$ cat src/rtl/regfile_pkg.sv
// Shared register-file types: data/index widths, the x0 index and the write-entry layout.
// Other RegisterFile32 users import these types as well.
package regfile_pkg;
    localparam int DATA_WIDTH = 32;
    localparam int ADDR_WIDTH = 5;
    localparam logic [ADDR_WIDTH-1:0] REG_ZERO = 5'd0;

    typedef struct packed {
        logic [ADDR_WIDTH-1:0] rd;
        logic [DATA_WIDTH-1:0] data;
    } writeEntry_t;
endpackage

$ cat src/rtl/sync_fifo.sv
// Small synchronous FIFO. The head entry is always visible on rdata.
// A push while full and a pop while empty are both ignored.
module sync_fifo #(
    parameter int WIDTH = 37,
    parameter int DEPTH = 4
) (
    input  logic                     clk,
    input  logic                     r,
    input  logic                     push,
    input  logic                     pop,
    input  logic [WIDTH-1:0]         wdata,
    output logic [WIDTH-1:0]         rdata,
    output logic [$clog2(DEPTH):0]   count,
    output logic                     full,
    output logic                     empty
);
    localparam int PW = $clog2(DEPTH);

    logic [WIDTH-1:0] mem [DEPTH];
    logic [PW-1:0]    wrPtr;
    logic [PW-1:0]    rdPtr;
    logic             doPush;
    logic             doPop;

    assign doPush = push && !full;
    assign doPop  = pop && !empty;
    assign full   = (count == (PW+1)'(DEPTH));
    assign empty  = (count == '0);
    assign rdata  = mem[rdPtr];

    // DEPTH is a power of two, so the pointers wrap by overflowing naturally.
    always_ff @(posedge clk) begin
        if (r) begin
            wrPtr <= '0;
            rdPtr <= '0;
            count <= '0;
        end else begin
            if (doPush) wrPtr <= wrPtr + PW'(1);
            if (doPop)  rdPtr <= rdPtr + PW'(1);
            count <= count + {{PW{1'b0}}, doPush} - {{PW{1'b0}}, doPop};
        end
    end

    always_ff @(posedge clk) begin
        if (!r && doPush) mem[wrPtr] <= wdata;
    end
endmodule

$ cat src/rtl/regfile_write_arbiter.sv
// Merges the ALU writeback and the buffered load results onto the single register-file write port.
// The ALU has priority, loads drain in acceptance order, and x0 writes are dropped.
module regfile_write_arbiter
    import regfile_pkg::*;
#(
    parameter int DATA_WIDTH = regfile_pkg::DATA_WIDTH,
    parameter int ADDR_WIDTH = regfile_pkg::ADDR_WIDTH,
    parameter int FIFO_DEPTH = 4
) (
    input  logic                  clk,
    input  logic                  r,
    input  logic                  aluValid,
    input  logic [ADDR_WIDTH-1:0] aluRd,
    input  logic [DATA_WIDTH-1:0] aluData,
    input  logic                  ldValid,
    output logic                  ldReady,
    input  logic [ADDR_WIDTH-1:0] ldRd,
    input  logic [DATA_WIDTH-1:0] ldData,
    output logic [ADDR_WIDTH-1:0] rd,
    output logic [DATA_WIDTH-1:0] dataIn,
    output logic                  writeEn,
    output logic                  pending
);
    localparam int ENTRY_W = ADDR_WIDTH + DATA_WIDTH;
    localparam int CW      = $clog2(FIFO_DEPTH) + 1;

    logic [ENTRY_W-1:0]    fifoHead;
    logic [CW-1:0]         fifoCount;
    logic                  fifoFull;
    logic                  fifoEmpty;
    logic                  ldPush;
    logic                  aluWrite;
    logic                  headWrite;
    logic [ADDR_WIDTH-1:0] headRd;
    logic [DATA_WIDTH-1:0] headData;

    // Load handshake: a transfer happens at an edge where ldValid && ldReady.
    // ldReady depends only on reset and FIFO occupancy, never on ldValid.
    assign ldReady   = !r && !fifoFull;
    assign ldPush    = ldValid && ldReady && (ldRd != ADDR_WIDTH'(REG_ZERO));
    assign aluWrite  = aluValid && (aluRd != ADDR_WIDTH'(REG_ZERO));
    assign headWrite = !aluWrite && !fifoEmpty;
    assign headRd    = fifoHead[ENTRY_W-1 -: ADDR_WIDTH];
    assign headData  = fifoHead[DATA_WIDTH-1:0];
    assign pending   = (fifoCount != '0);

    sync_fifo #(
        .WIDTH (ENTRY_W),
        .DEPTH (FIFO_DEPTH)
    ) u_loadFifo (
        .clk   (clk),
        .r     (r),
        .push  (ldPush),
        .pop   (headWrite),
        .wdata ({ldRd, ldData}),
        .rdata (fifoHead),
        .count (fifoCount),
        .full  (fifoFull),
        .empty (fifoEmpty)
    );

    // rd/dataIn keep their last written values on idle cycles.
    always_ff @(posedge clk) begin
        if (r) begin
            writeEn <= 1'b0;
            rd      <= '0;
            dataIn  <= '0;
        end else begin
            writeEn <= aluWrite || headWrite;
            if (aluWrite) begin
                rd     <= aluRd;
                dataIn <= aluData;
            end else if (headWrite) begin
                rd     <= headRd;
                dataIn <= headData;
            end
        end
    end
endmodule

$ cat config.mk
export PLATFORM = sky130hd
export DESIGN_NAME = regfile_write_arbiter
export DESIGN_NICKNAME = d
export VERILOG_FILES = /design/src/rtl/regfile_pkg.sv /design/src/rtl/sync_fifo.sv /design/src/rtl/regfile_write_arbiter.sv
export SDC_FILE = /design/constraint.sdc
export NUM_CORES = 1
export LEC_CHECK = 0
export BUFFER_PORTS_ARGS = -buffer_cell sky130_fd_sc_hd__buf_4
export CORE_ASPECT_RATIO = 0.9
export CORE_MARGIN = 1
export CORE_UTILIZATION = 60
export CTS_CLUSTER_DIAMETER = 30
export DETAILED_ROUTE_END_ITERATION = 8
export GPL_TIMING_DRIVEN = 0
export MAX_ROUTING_LAYER = met4
export PLACE_DENSITY = 0.84
export SLEW_MARGIN = 20
export SYNTH_ARGS = -nofsm -noshare
export SYNTH_HDL_FRONTEND = slang
export SYNTH_SLANG_ARGS = --single-unit
$ cat constraint.sdc
create_clock -name clk -period 4.75 [get_ports clk]
set_input_delay 0.475 -clock clk [delete_from_list [all_inputs] [get_ports clk]]
set_output_delay 0.475 -clock clk [all_outputs]
set_load 0.05 [all_outputs]
==> parameters.txt <==
Parameter                              Value

Status
  Run status ... completed

STA
  Worst relative slew slack ... between 30% and 40%
  Final setup viols ... 0
  Final hold viol count ... 0
  Portion of the clock cycle consumed by the worst path in the final layout ... about two thirds
  Slew Limit Fails ... 0
  Worst-margin pin slew ... 0.9341 ns
  RSZ-0062 raised after global routing ... no
  Shortest period the worst path allows ... around 3.2 ns
  Max Fclk ... 316.4 MHz
  TNS Setup ... 0 ns
  Largest clock skew in the final design ... around 0.013 ns

Worst hold path
  Hold Startpoint ... ldData[10]
  Type of the most critical hold path ... in -> reg
  Endpoint of the worst hold path ... u_loadFifo.mem[0][10]$_DFFE_PP_
  Hold Path Depth ... 1

GRT
  Global-route wire length before repair ... ~25000 µm
  Met1 track demand over resource ... 34.84%
  Initial antenna violation count ... 0
  Most used routing layer in global routing ... met2
  Met2 usage in global routing ... 45.02%
  Global-route met3 utilization ... about 7.7%
  Pin count of the biggest net entering global routing ... 28
  Overall global routing resource usage ... 28.38%
  Number of global-route vias before repair ... between 4000 and 5000
  Total overflow reported by the global router ... 0

Detailed routing
  Initial DRC count ... 341
  Router iterations before antenna repair ... 5
  Post-route ant nets ... 0
  Post-Route WL ... ~17000 µm
  Number of design rule violations left after detail routing ... 0
  Via density per instance ... 6.060
  Overall via count from detail_route ... between 4000 and 5000
  Drt wl/cell ... ~22 µm

Place
  Count of port buffers added during placement ... 117
  Detailed Place HPWL ... 10630 µm
  Placer's final routability congestion estimate ... 0.7910

Clock tree
  CTS tree ... done
  Hold buffers post-CTS ... 0
  Post-CTS Setup Bufs ... 0
  Number of gates given a new drive strength after cts ... 0
  Number of clock buffers inserted by TritonCTS ... 17
  Root Driver ... sky130_fd_sc_hd__clkbuf_16
  Count of H-tree levels built during CTS ... 4
  Clock Pin Slew Worst Setup and Hold Paths ... roughly 0.060 ns
  Largest buffer count on any clock path ... 2
  Clk sink count ... 195
  Clock insertion delay at the later pin of the skew report ... 0.43 ns

Yosys
  Synthesized area ... 7436 µm²
  Library cell with the highest instance count after synthesis ... sky130_fd_sc_hd__edfxtp_1
  Cells after synthesis ... about 450
  Largest area contributor in the netlist ... sky130_fd_sc_hd__edfxtp_1
  Number of flops mapped to enable cells by yosys ... around 150
  Avg Cell Area, Syn ... 16.41 µm²
  Area fraction of the dominant cell type after synthesis ... 59.77%
  Predominant post-synthesis flop cell ... sky130_fd_sc_hd__edfxtp_1
  Post-synth top cells ... sky130_fd_sc_hd__edfxtp_1, sky130_fd_sc_hd__dfxtp_1, sky130_fd_sc_hd__nor2_1, sky130_fd_sc_hd__a21oi_1, sky130_fd_sc_hd__mux4_2
  FF+latch count, synth ... 195
  Syn_nets ... 538
  Total of warnings raised by yosys ... 0
  Area contributors post-synth ... sky130_fd_sc_hd__edfxtp_1, sky130_fd_sc_hd__dfxtp_1, sky130_fd_sc_hd__mux4_2
  Yosys cell types ... 33
  Fraction of the yosys area taken by sequential cells ... 72.42%
  Share of flip-flops with an asynchronous set or reset ... 0%

Power and ir drop
  Static Leakage ... 3.293 nW
  Power density over the cells ... a little over 500 nW/µm²
  Worst vdd ir ... 0.3302 mV

Final layout
  Ant. Diodes ... 0
  Proportion of layout cells with a drive suffix above 1 ... 34.27%
  Final Core Density ... around 76%
  Final layout net count ... 678
  Layout-stage area growth over the synthesis result ... 23.07%

Floorplan
  Total die area ... between 10000 and 15000 µm²
  I/O pins ... ~120
  Chip Height ... about 110 µm
  Chip width ... 119.3 µm
  Starting density of the core ... 61.57%
  Area inside the core boundary ... ~12000 µm²
  Site row count ... 38

Critical path
  Required time of the worst setup path ... 5.05 ns
  Data arrival at the endpoint of the critical path ... approximately 3.5 ns
  Element type at the critical path end ... flip-flop
  FF-to-FF setup slack ... 1.59 ns
  Highest net fanout along the worst path ... 10
  Cells on worst reg2reg path ... 12
  Capture point of the worst reg-to-reg path ... u_loadFifo.count[2]$_SDFF_PP0_
  WS Path Type ... reg -> reg
  Setup crit start kind ... flip-flop
  R2R Path Start ... u_loadFifo.count[1]$_SDFF_PP0_

Job
  MaxCap Viol Count ... 0
[logic make-up after synthesis]
kind of cell / synth area share [%]
compound gates: 7.118
xor+xnor: 0.3534
fa+ha+maj: 1.279
buf+inv: 2.356
flops: 72.42
mux: 11.51
simple gates: 4.964
[power breakdown]
part           switching, mW  internal [mW]
Sequential            0.0646           1.98
Clock                  0.559          0.791
Combinational          0.838          0.468
Total                   1.46           3.24
[sequential cells by signal, indices dropped and copies added (netlist names), named ones only]
| name | cells |
|---|---|
| u_loadFifo.wrPtr | 2 |
| writeEn | 1 |
| u_loadFifo.mem | 148 |
| dataIn | 32 |
| rd | 5 |
| u_loadFifo.rdPtr | 2 |
| u_loadFifo.count | 3 |
[how the worst max path moves through the flow]
stage | startpoint | to | cells past startpoint
floorplan | aluRd[1] | u_loadFifo.count[2]$_SDFF_PP0_ | 13
global placement | ldRd[1] | u_loadFifo.mem[0][10]$_DFFE_PP_ | 4
detailed placement | aluRd[1] | u_loadFifo.count[2]$_SDFF_PP0_ | 14
CTS | u_loadFifo.count[1]$_SDFF_PP0_ | u_loadFifo.count[2]$_SDFF_PP0_ | 12
global route | u_loadFifo.count[1]$_SDFF_PP0_ | u_loadFifo.count[2]$_SDFF_PP0_ | 12
finish | u_loadFifo.count[1]$_SDFF_PP0_ | u_loadFifo.count[2]$_SDFF_PP0_ | 12
[worst max-delay path, stage by stage (launching register included)]
cell and delay (ns):
sky130_fd_sc_hd__dfxtp_1 0.36, sky130_fd_sc_hd__nor3_1 0.56, sky130_fd_sc_hd__buf_2 0.35, sky130_fd_sc_hd__buf_2 0.31, sky130_fd_sc_hd__nor2_1 0.11, sky130_fd_sc_hd__ha_1 0.29
sky130_fd_sc_hd__inv_1 0.06, sky130_fd_sc_hd__ha_1 0.14, sky130_fd_sc_hd__inv_1 0.05, sky130_fd_sc_hd__fa_1 0.39, sky130_fd_sc_hd__xor2_1 0.20, sky130_fd_sc_hd__xnor2_1 0.15
sky130_fd_sc_hd__nor2_1 0.05
[cells in the final DEF, fill, tap and decap left out, drive strengths merged]
cell     synthesis  layout
or4              2       2
edfxtp         148     148
bufinv           0       2
nand3            1       1
nor2b            1       1
o31ai            2       2
buf             17     138
nand2           36      36
xor2             1       1
and2             4       4
nor3b            1       1
nor2            43      43
a21oi           39      39
mux4            37      37
xnor2            2       2
inv              8       8
dfxtp           47      47
nor3             2       2
a211oi          35      35
a22oi            2       2
ha               6       6
a2111oi          1       1
clkbuf          12      35
o21ai            2       2
o21a             1       1
clkinv           0       5
mux2             2       2
fa               1       1
[per-stage QoR]
step / cell area [µm²] / worst slack [ns] / instances / total power [mW] / hold slack (ns)
global placement: 8514 / 1.236 / 730 / 3.302 / 0.4644
floorplan: 7436 / 1.924 / 453 / 2.937 / 0.4559
CTS: 9151 / 1.612 / 764 / 4.709 / 0.2292
detailed placement: 8600 / 1.516 / 734 / 3.363 / 0.5132
finish: 9151 / 1.590 / 764 / 4.700 / 0.2411
global route: 9151 / 1.423 / 764 / 4.868 / 0.2262
[final cells by class]
| cell class | instances | area [µm²] |
|---|---|---|
| fillers | 732 | 2925 |
| repair buffers | 121 | 958.4 |
| flip-flops and latches | 195 | 5385 |
| well taps | 160 | 200.2 |
| clock buffers | 23 | 467.9 |
| multi-input cells | 221 | 1881 |
| plain buffers | 29 | 145.1 |
| clock inverters | 7 | 83.83 |
| inverters | 8 | 30.03 |
[metal layers]
metal	routed length [µm]	up-vias
met4	387	0
met5	0	-
met2	8316	295
met1	6244	2275
li1	-	2023
met3	1566	37
Power figures use the tool's default switching activity.
